$ cat config.mk
export PLATFORM = sky130hd
export DESIGN_NAME = cache_mem_arbiter
export DESIGN_NICKNAME = d
export VERILOG_FILES = /design/src/rtl/cache_arb_pkg.sv /design/src/rtl/rr_pick.sv /design/src/rtl/cache_mem_arbiter.sv
export SDC_FILE = /design/constraint.sdc
export NUM_CORES = 1
export LEC_CHECK = 0
export CAP_MARGIN = 20
export CORE_AREA = 2 2 179 181
export DETAILED_ROUTE_END_ITERATION = 7
export DIE_AREA = 0 0 181 183
export GPL_ROUTABILITY_DRIVEN = 0
export PLACE_DENSITY = 0.68
export SYNTH_ARGS = -nofsm -noshare
export SYNTH_HDL_FRONTEND = slang
export SYNTH_SLANG_ARGS = --single-unit
$ cat constraint.sdc
create_clock -name clk -period 1.9 [get_ports clk]
set_clock_uncertainty 0.05 [all_clocks]
set_input_delay 0.38 -clock clk [delete_from_list [all_inputs] [get_ports clk]]
set_output_delay 0.38 -clock clk [all_outputs]
set_load 0.01 [all_outputs]
$ cat src/rtl/cache_arb_pkg.sv
// Shared types for the cache/RAM arbiter: FSM states, memory op and the default block shape.
package cache_arb_pkg;

    localparam int DATA_BITS_DEF   = 32;
    localparam int BLOCK_BITS_DEF  = 2;
    localparam int BLOCK_WORDS_DEF = 2 ** BLOCK_BITS_DEF;

    typedef enum logic [1:0] {IDLE, BUSY, RESP, RELEASE} arb_state_t;
    typedef enum logic {OP_READ, OP_WRITE} mem_op_t;
    typedef logic [BLOCK_WORDS_DEF-1:0][DATA_BITS_DEF-1:0] block_t;

endpackage

$ cat src/rtl/rr_pick.sv
// Combinational round-robin picker: first requester at or after rr_ptr, wrapping to 0.
module rr_pick #(
    parameter int  N_CLIENTS = 2,
    localparam int ID_BITS   = $clog2(N_CLIENTS)
) (
    input  logic [N_CLIENTS-1:0] req,
    input  logic [ID_BITS-1:0]   rr_ptr,
    output logic                 any_req,
    output logic [ID_BITS-1:0]   winner
);

    logic [ID_BITS-1:0] idx;

    // Scan from the farthest offset back to rr_ptr so the closest requester is written last.
    always_comb begin
        any_req = 1'b0;
        winner  = '0;
        idx     = '0;
        for (int i = N_CLIENTS - 1; i >= 0; i--) begin
            idx = ID_BITS'((int'(rr_ptr) + i) % N_CLIENTS);
            if (req[idx]) begin
                any_req = 1'b1;
                winner  = idx;
            end
        end
    end

endmodule

$ cat src/rtl/cache_mem_arbiter.sv
// Round-robin arbiter sharing one RAM port between several cache clients,
// one RAM transaction per grant, with a RESP and a RELEASE cycle after each.
module cache_mem_arbiter
    import cache_arb_pkg::*;
#(
    parameter int  N_CLIENTS        = 2,
    parameter int  RAM_ADDRESS_BITS = 32,
    parameter int  DATA_BITS        = DATA_BITS_DEF,
    parameter int  BLOCK_BITS       = BLOCK_BITS_DEF,
    localparam int BLOCK_WORDS      = 2 ** BLOCK_BITS,
    localparam int ID_BITS          = $clog2(N_CLIENTS)
) (
    input  logic                                             clk,
    input  logic                                             reset,
    input  logic [N_CLIENTS-1:0][RAM_ADDRESS_BITS-1:0]       cl_address,
    input  logic [N_CLIENTS-1:0]                             cl_read_en,
    input  logic [N_CLIENTS-1:0]                             cl_write_en,
    input  logic [N_CLIENTS-1:0][DATA_BITS-1:0]              cl_write_data,
    output logic [N_CLIENTS-1:0]                             cl_valid,
    output logic [BLOCK_WORDS-1:0][DATA_BITS-1:0]            cl_data,
    output logic [RAM_ADDRESS_BITS-1:0]                      mem_address,
    output logic                                             mem_read_en,
    output logic                                             mem_write_en,
    output logic [DATA_BITS-1:0]                             mem_write_data,
    input  logic                                             mem_valid,
    input  logic [BLOCK_WORDS-1:0][DATA_BITS-1:0]            mem_data,
    output logic [ID_BITS-1:0]                               grant_id
);

    arb_state_t           state;
    logic [ID_BITS-1:0]   rr_ptr;
    logic [N_CLIENTS-1:0] req;
    logic                 any_req;
    logic [ID_BITS-1:0]   winner;
    mem_op_t              op_sel;

    assign req    = cl_read_en | cl_write_en;
    assign op_sel = cl_write_en[winner] ? OP_WRITE : OP_READ;

    rr_pick #(
        .N_CLIENTS (N_CLIENTS)
    ) u_pick (
        .req     (req),
        .rr_ptr  (rr_ptr),
        .any_req (any_req),
        .winner  (winner)
    );

    function automatic logic [ID_BITS-1:0] next_ptr(input logic [ID_BITS-1:0] id);
        if (int'(id) == N_CLIENTS - 1) begin
            return '0;
        end
        return id + ID_BITS'(1);
    endfunction

    always_ff @(posedge clk) begin
        if (reset) begin
            state          <= IDLE;
            rr_ptr         <= '0;
            grant_id       <= '0;
            mem_address    <= '0;
            mem_read_en    <= 1'b0;
            mem_write_en   <= 1'b0;
            mem_write_data <= '0;
            cl_valid       <= '0;
            cl_data        <= '0;
        end else begin
            case (state)
                IDLE: begin
                    // Latch the whole request so later client changes cannot disturb the transaction.
                    if (any_req) begin
                        grant_id       <= winner;
                        mem_address    <= cl_address[winner];
                        mem_write_data <= cl_write_data[winner];
                        mem_write_en   <= (op_sel == OP_WRITE);
                        mem_read_en    <= (op_sel == OP_READ);
                        state          <= BUSY;
                    end
                end
                BUSY: begin
                    if (mem_valid) begin
                        cl_data            <= mem_data;
                        mem_read_en        <= 1'b0;
                        mem_write_en       <= 1'b0;
                        cl_valid[grant_id] <= 1'b1;
                        state              <= RESP;
                    end
                end
                RESP: begin
                    cl_valid <= '0;
                    rr_ptr   <= next_ptr(grant_id);
                    state    <= RELEASE;
                end
                RELEASE: begin
                    // Gives the served client one cycle to drop its request before re-arbitration.
                    state <= IDLE;
                end
                default: begin
                    state <= IDLE;
                end
            endcase
        end
    end

endmodule

* Yosys cells after proc, flatten, opt, wreduce, memory -nomap -nowiden
Index checks and enable logic that the tools add are counted.
Storage, ports and cells: bits in registers 200, output and inout port bits 197, logic and storage cells 68
Operators by class: add/sub/neg operators 2, order comparisons 5, equality and inequality tests 5, mux-type cells 32, bitwise operators 3, reductions and logical operators 9
Operator list (number):
- $mux 32 | 4
- $mux 1 | 20
- $lt 1x2->1 const B | 4
- $pmux 2 s4 | 1
- $reduce_and 2->1 | 4
- $mux 2 | 3
- $eq 2x2->1 const B | 2
- $ne 2x2->1 const B | 2
- $or 2x2->2 | 2
- $pmux 1 s2 | 2
- $pmux 2 s2 | 1
- $reduce_bool 2->1 | 2
- $reduce_and 3->1 | 1
- $add 1x1->1 const B | 2
- $eq 2x1->1 const B | 1
- $logic_not 2->1 | 1
- $demux 1 s1 | 1
- $ge 1x1->1 const B | 1
- $logic_and 1x1->1 | 1
- $not 1->1 | 1

* Depth between registers and ports, before layout
depth in word-level cells 11, mapped depth 7, depth with buffers taken out 5

* Hierarchy
Synthesis repeated with hierarchy kept, for this count alone.
Second synthesis, totals: cell total of the unflattened synthesis 891, area, all modules 7728.7 sq um
By module, submodules not included:
- cache_mem_arbiter | instances 1, cells each 888, area an instance 7711.1 sq um, seq. area each 4003.8 sq um
- rr_pick | instances 1, cells each 3, area an instance 17.5 sq um, seq. area each 0.0 sq um

* Least setup slack after synthesis
No wires, ideal clock.
path type register -> register, start register state[1], end register cl_data[0] (netlist name), setup time 70 ps, arrival 1423 ps, required time 1780 ps, slack 356 ps, stages on the path, launching flop included 8, buffers on the path 2, clock period less this slack 1544 ps, cells stage by stage dfxtp_1 -> inv_1 -> ha_1 -> nand2_1 -> clkbuf_1 -> clkbuf_1 -> nand2_1 -> a21oi_1
Between the ends: word-level cells in the longest chain between the ends 2
RTL lines:
- start, declared | RTL line cache_mem_arbiter.sv:30 | arb_state_t state;
- start signal, assigned | RTL line cache_mem_arbiter.sv:58 | state <= IDLE;
- start signal, assigned | RTL line cache_mem_arbiter.sv:77 | state <= BUSY;
- start signal, assigned | RTL line cache_mem_arbiter.sv:86 | state <= RESP;
- $eq 2x1->1 | RTL line cache_mem_arbiter.sv:68 | case (state)
- $reduce_and 2->1 (no line)
- end signal, assigned | RTL line cache_mem_arbiter.sv:82 | cl_data <= mem_data;
- end, declared | RTL line cache_mem_arbiter.sv:20 | output logic [BLOCK_WORDS-1:0][DATA_BITS-1:0] cl_data,
Every way passes these cells. A chain may end at the register's enable or synchronous reset.

* Final worst setup path
start register mem_write_data[30], end output port mem_write_data[30]
RTL lines:
- start, declared | RTL line cache_mem_arbiter.sv:24 | output logic [DATA_BITS-1:0] mem_write_data,
- start signal, assigned | RTL line cache_mem_arbiter.sv:74 | mem_write_data <= cl_write_data[winner];
No word-level cell between the ends.

==> results.txt <==
Status - completed
Period utilization - 96.9%
CP Max Fanout - 2
Setup bufs post-CTS - 0
Antenna violations before repair - 1
Detail Route Antenna Nets - 0
Worst Setup Start Kind - flip-flop
DR WL/cell - 16.8 µm
Clock transition at path regs - 80 ps
Worst Setup End Kind - primary output
Root buffer cell - clkbuf_16
Die Y - 183 µm
Worst skew pair latency - 440 ps
Post-synth cell types - 31
Worst path cell trace - clkdlybuf4s50_1
Net Sw Power - 0.00568 W
Initial DRC Count - 525
Largest net degree at the start of global routing - 77
Hold-critical path depth - 3
CTS tree - yes
Commonest non-fill, non-tap cell in the layout - clkdlybuf4s50_1
Fraction of the yosys area taken by sequential cells - 52.0%
Area contributors post-synth - dfxtp_1, nand2_1, a21oi_1
Share of cells above drive strength 1 - 7.11%
Die Width - 181 µm
Min cycle time layout - 1840 ps
Slew Viols, Final - 0
Slew headroom - 65.3%
Fillers - 3048
Clock power frac - 22.3%
HPWL after DPL - 22500 µm
R2R Path End - mem_write_en$_SDFFE_PP0P_
Power, Total - 0.0162 W
CP Capture Point - mem_write_data[30]
IO Port Bufs - 459
Dpl cells - 1806
Hold Crit Class - input pin to flip-flop
Initial core utilization - 24.6%
Vias in the first global route - 8612
Top cell type's share of synthesized area - 52.0%
Worst R2R Setup Slack - 240 ps
Fin. Hold Viols - 0
Post-Syn Area - 7700 µm²
Number of synthesized register bits - 200
Buf+Inv Stages, Crit Path - 1
Final setup viols - 0
RSZ-0062 raised after global routing - no
Worst vdd ir - 0.530 mV
Internal - 0.0105 W
CTS HTree Levels - 4
Slowest CP cell - clkdlybuf4s50_1
Syn nets - 1243
Combinational Power Share - 43.0%
Crit path from - mem_write_data[30]$_SDFFE_PP0P_
Drc violations - 0
Grt ovf - 0
Max-cap violations - 0
Switching share of power - 35.1%
First-pass GRT wire length - 47300 µm
CTS max path bufs - 2
# nets final - 1690
Via density - 4.75
Static Leak - 4.90 nW
CP Class - flip-flop to primary output
Reg2Reg Depth - 6
Ys Warns - 0
Row cnt - 65
Die outline area - 33100 µm²
Worst Path Required - 1470 ps
Syn_area_per_cell - 7.89 µm²
TritonCTS Buffers - 17
Fin util - 44.1%
Tot GR Track Use - 18.1%
Synth area leader - dfxtp_1
Drt total wl - 30800 µm
Core area - 31200 µm²
Setup tns final - 0 ps
Cell count along the critical path - 1
Crit path largest cell delay - 590 ps
Worst slew pin tran - 521 ps
Critical Path AT - 1410 ps
Initial DRT Pass Iterations - 5
Commonest cells after routing, fill and taps aside - clkdlybuf4s50_1, nand2_1, dfxtp_1, a21oi_1, o21ai_0
Post-Synthesis Cells - 976
I/O pin cnt - 460
Fmax achieved - 0.543 GHz
Final Non-Filler Cells - 1838
PwrDens - 1180 nW/µm²
Area growth, synth to finish - 78.8%
Critical path's top delay family - buffers and inverters
RR Startpoint - state[1]$_SDFFE_PP0P_
Clk sinks - 200
DR vias - 8723
Sequential power share - 34.7%
[final cells by class]
| class | count | area, µm² | share of cell area [%] |
|---|---|---|---|
| sequential | 200 | 4000 | 29.1 |
| antenna | 1 | 2.50 | 0.0182 |
| timing repair buffer | 520 | 5380 | 39.1 |
| clock buffer | 17 | 425 | 3.09 |
| tap | 402 | 503 | 3.66 |
| multi-input combinational | 680 | 3290 | 23.9 |
| inverter | 4 | 15.0 | 0.109 |
| clock inverter | 14 | 139 | 1.01 |
[per-stage QoR]
stage / instance area [µm²] / hold WS, ps / worst slack (ps)
final: 13800 / 386 / 58.5
after global routing: 13800 / 406 / 0.153
after CTS: 13800 / 388 / 0.836
after detailed placement: 13200 / 395 / -226
after global placement: 13200 / 391 / -179
after floorplan: 7700 / 401 / 356
[repair_timing]
action,4_1_cts,5_1_grt
resized for setup,1,2
setup endpoints to repair,1,2
pin swaps,0,0
hold buffers,0,0
[worst min-delay path by stage]
| stage | slack [ps] | end | startpoint |
|---|---|---|---|
| 2_1_floorplan | 400 | state[1]$_SDFFE_PP0P_ | state[1]$_SDFFE_PP0P_ |
| 3_3_place_gp | 390 | cl_data[61]$_SDFFE_PP0P_ | cl_data[61]$_SDFFE_PP0P_ |
| 3_5_place_dp | 400 | cl_data[119]$_SDFFE_PP0P_ | cl_data[119]$_SDFFE_PP0P_ |
| 4_1_cts | 390 | grant_id$_SDFFE_PP0P_ | reset |
| 5_1_grt | 410 | cl_data[11]$_SDFFE_PP0P_ | mem_data[11] |
| 6_report | 390 | grant_id$_SDFFE_PP0P_ | reset |
[layer usage]
layer  wire [µm]  global-route usage (%)  vias to the layer above
met2       14900                    29.3                      353
met4        1050                    7.93                        0
met3        2170                    4.92                       65
met5           0                       0                        -
li1            -                       -                     4256
met1       12700                    22.6                     4049
[cells in the mapped netlist]
library cell	n
and2_1	1
a31oi_1	65
a32o_1	1
a211oi_1	1
buf_2	27
a21oi_1	194
clkbuf_2	3
ha_1	4
nor2_1	6
buf_6	6
o21ba_2	1
nor2b_1	1
dfxtp_1	200
clkbuf_1	53
mux2i_1	2
o2bb2ai_1	1
o221a_2	1
inv_1	4
o21ai_1	10
o21ai_0	121
and3b_1	1
a21boi_0	1
o41ai_2	1
o41a_1	1
nand2_1	262
buf_1	3
or2_2	1
o21bai_1	1
a32oi_1	1
a2bb2o_1	1
nand3_1	1
[sequential cells by signal, indices dropped and copies added (netlist names)]
signal,cells
mem_write_data,32
state,2
grant_id,1
cl_valid,2
mem_write_en,1
cl_data,128
mem_read_en,1
rr_ptr,1
mem_address,32
[cell families after synthesis]
logic type,after synthesis,share of synthesized area (%)
compound gates,401,27.8
fa+ha+maj,4,0.650
buf+inv,96,5.75
flops,200,52.0
mux,2,0.260
simple gates,273,13.5
[power by group through the flow]
stage	Sequential, W	Clock (W)	Combinational [W]
after floorplan	0.00607	0	0.00267
after global placement	0.00567	0	0.00687
after detailed placement	0.00568	0	0.00696
after CTS	0.00561	0.00374	0.00699
after global routing	0.00573	0.00392	0.00753
final	0.00561	0.00361	0.00696
Power figures use the tool's default switching activity.
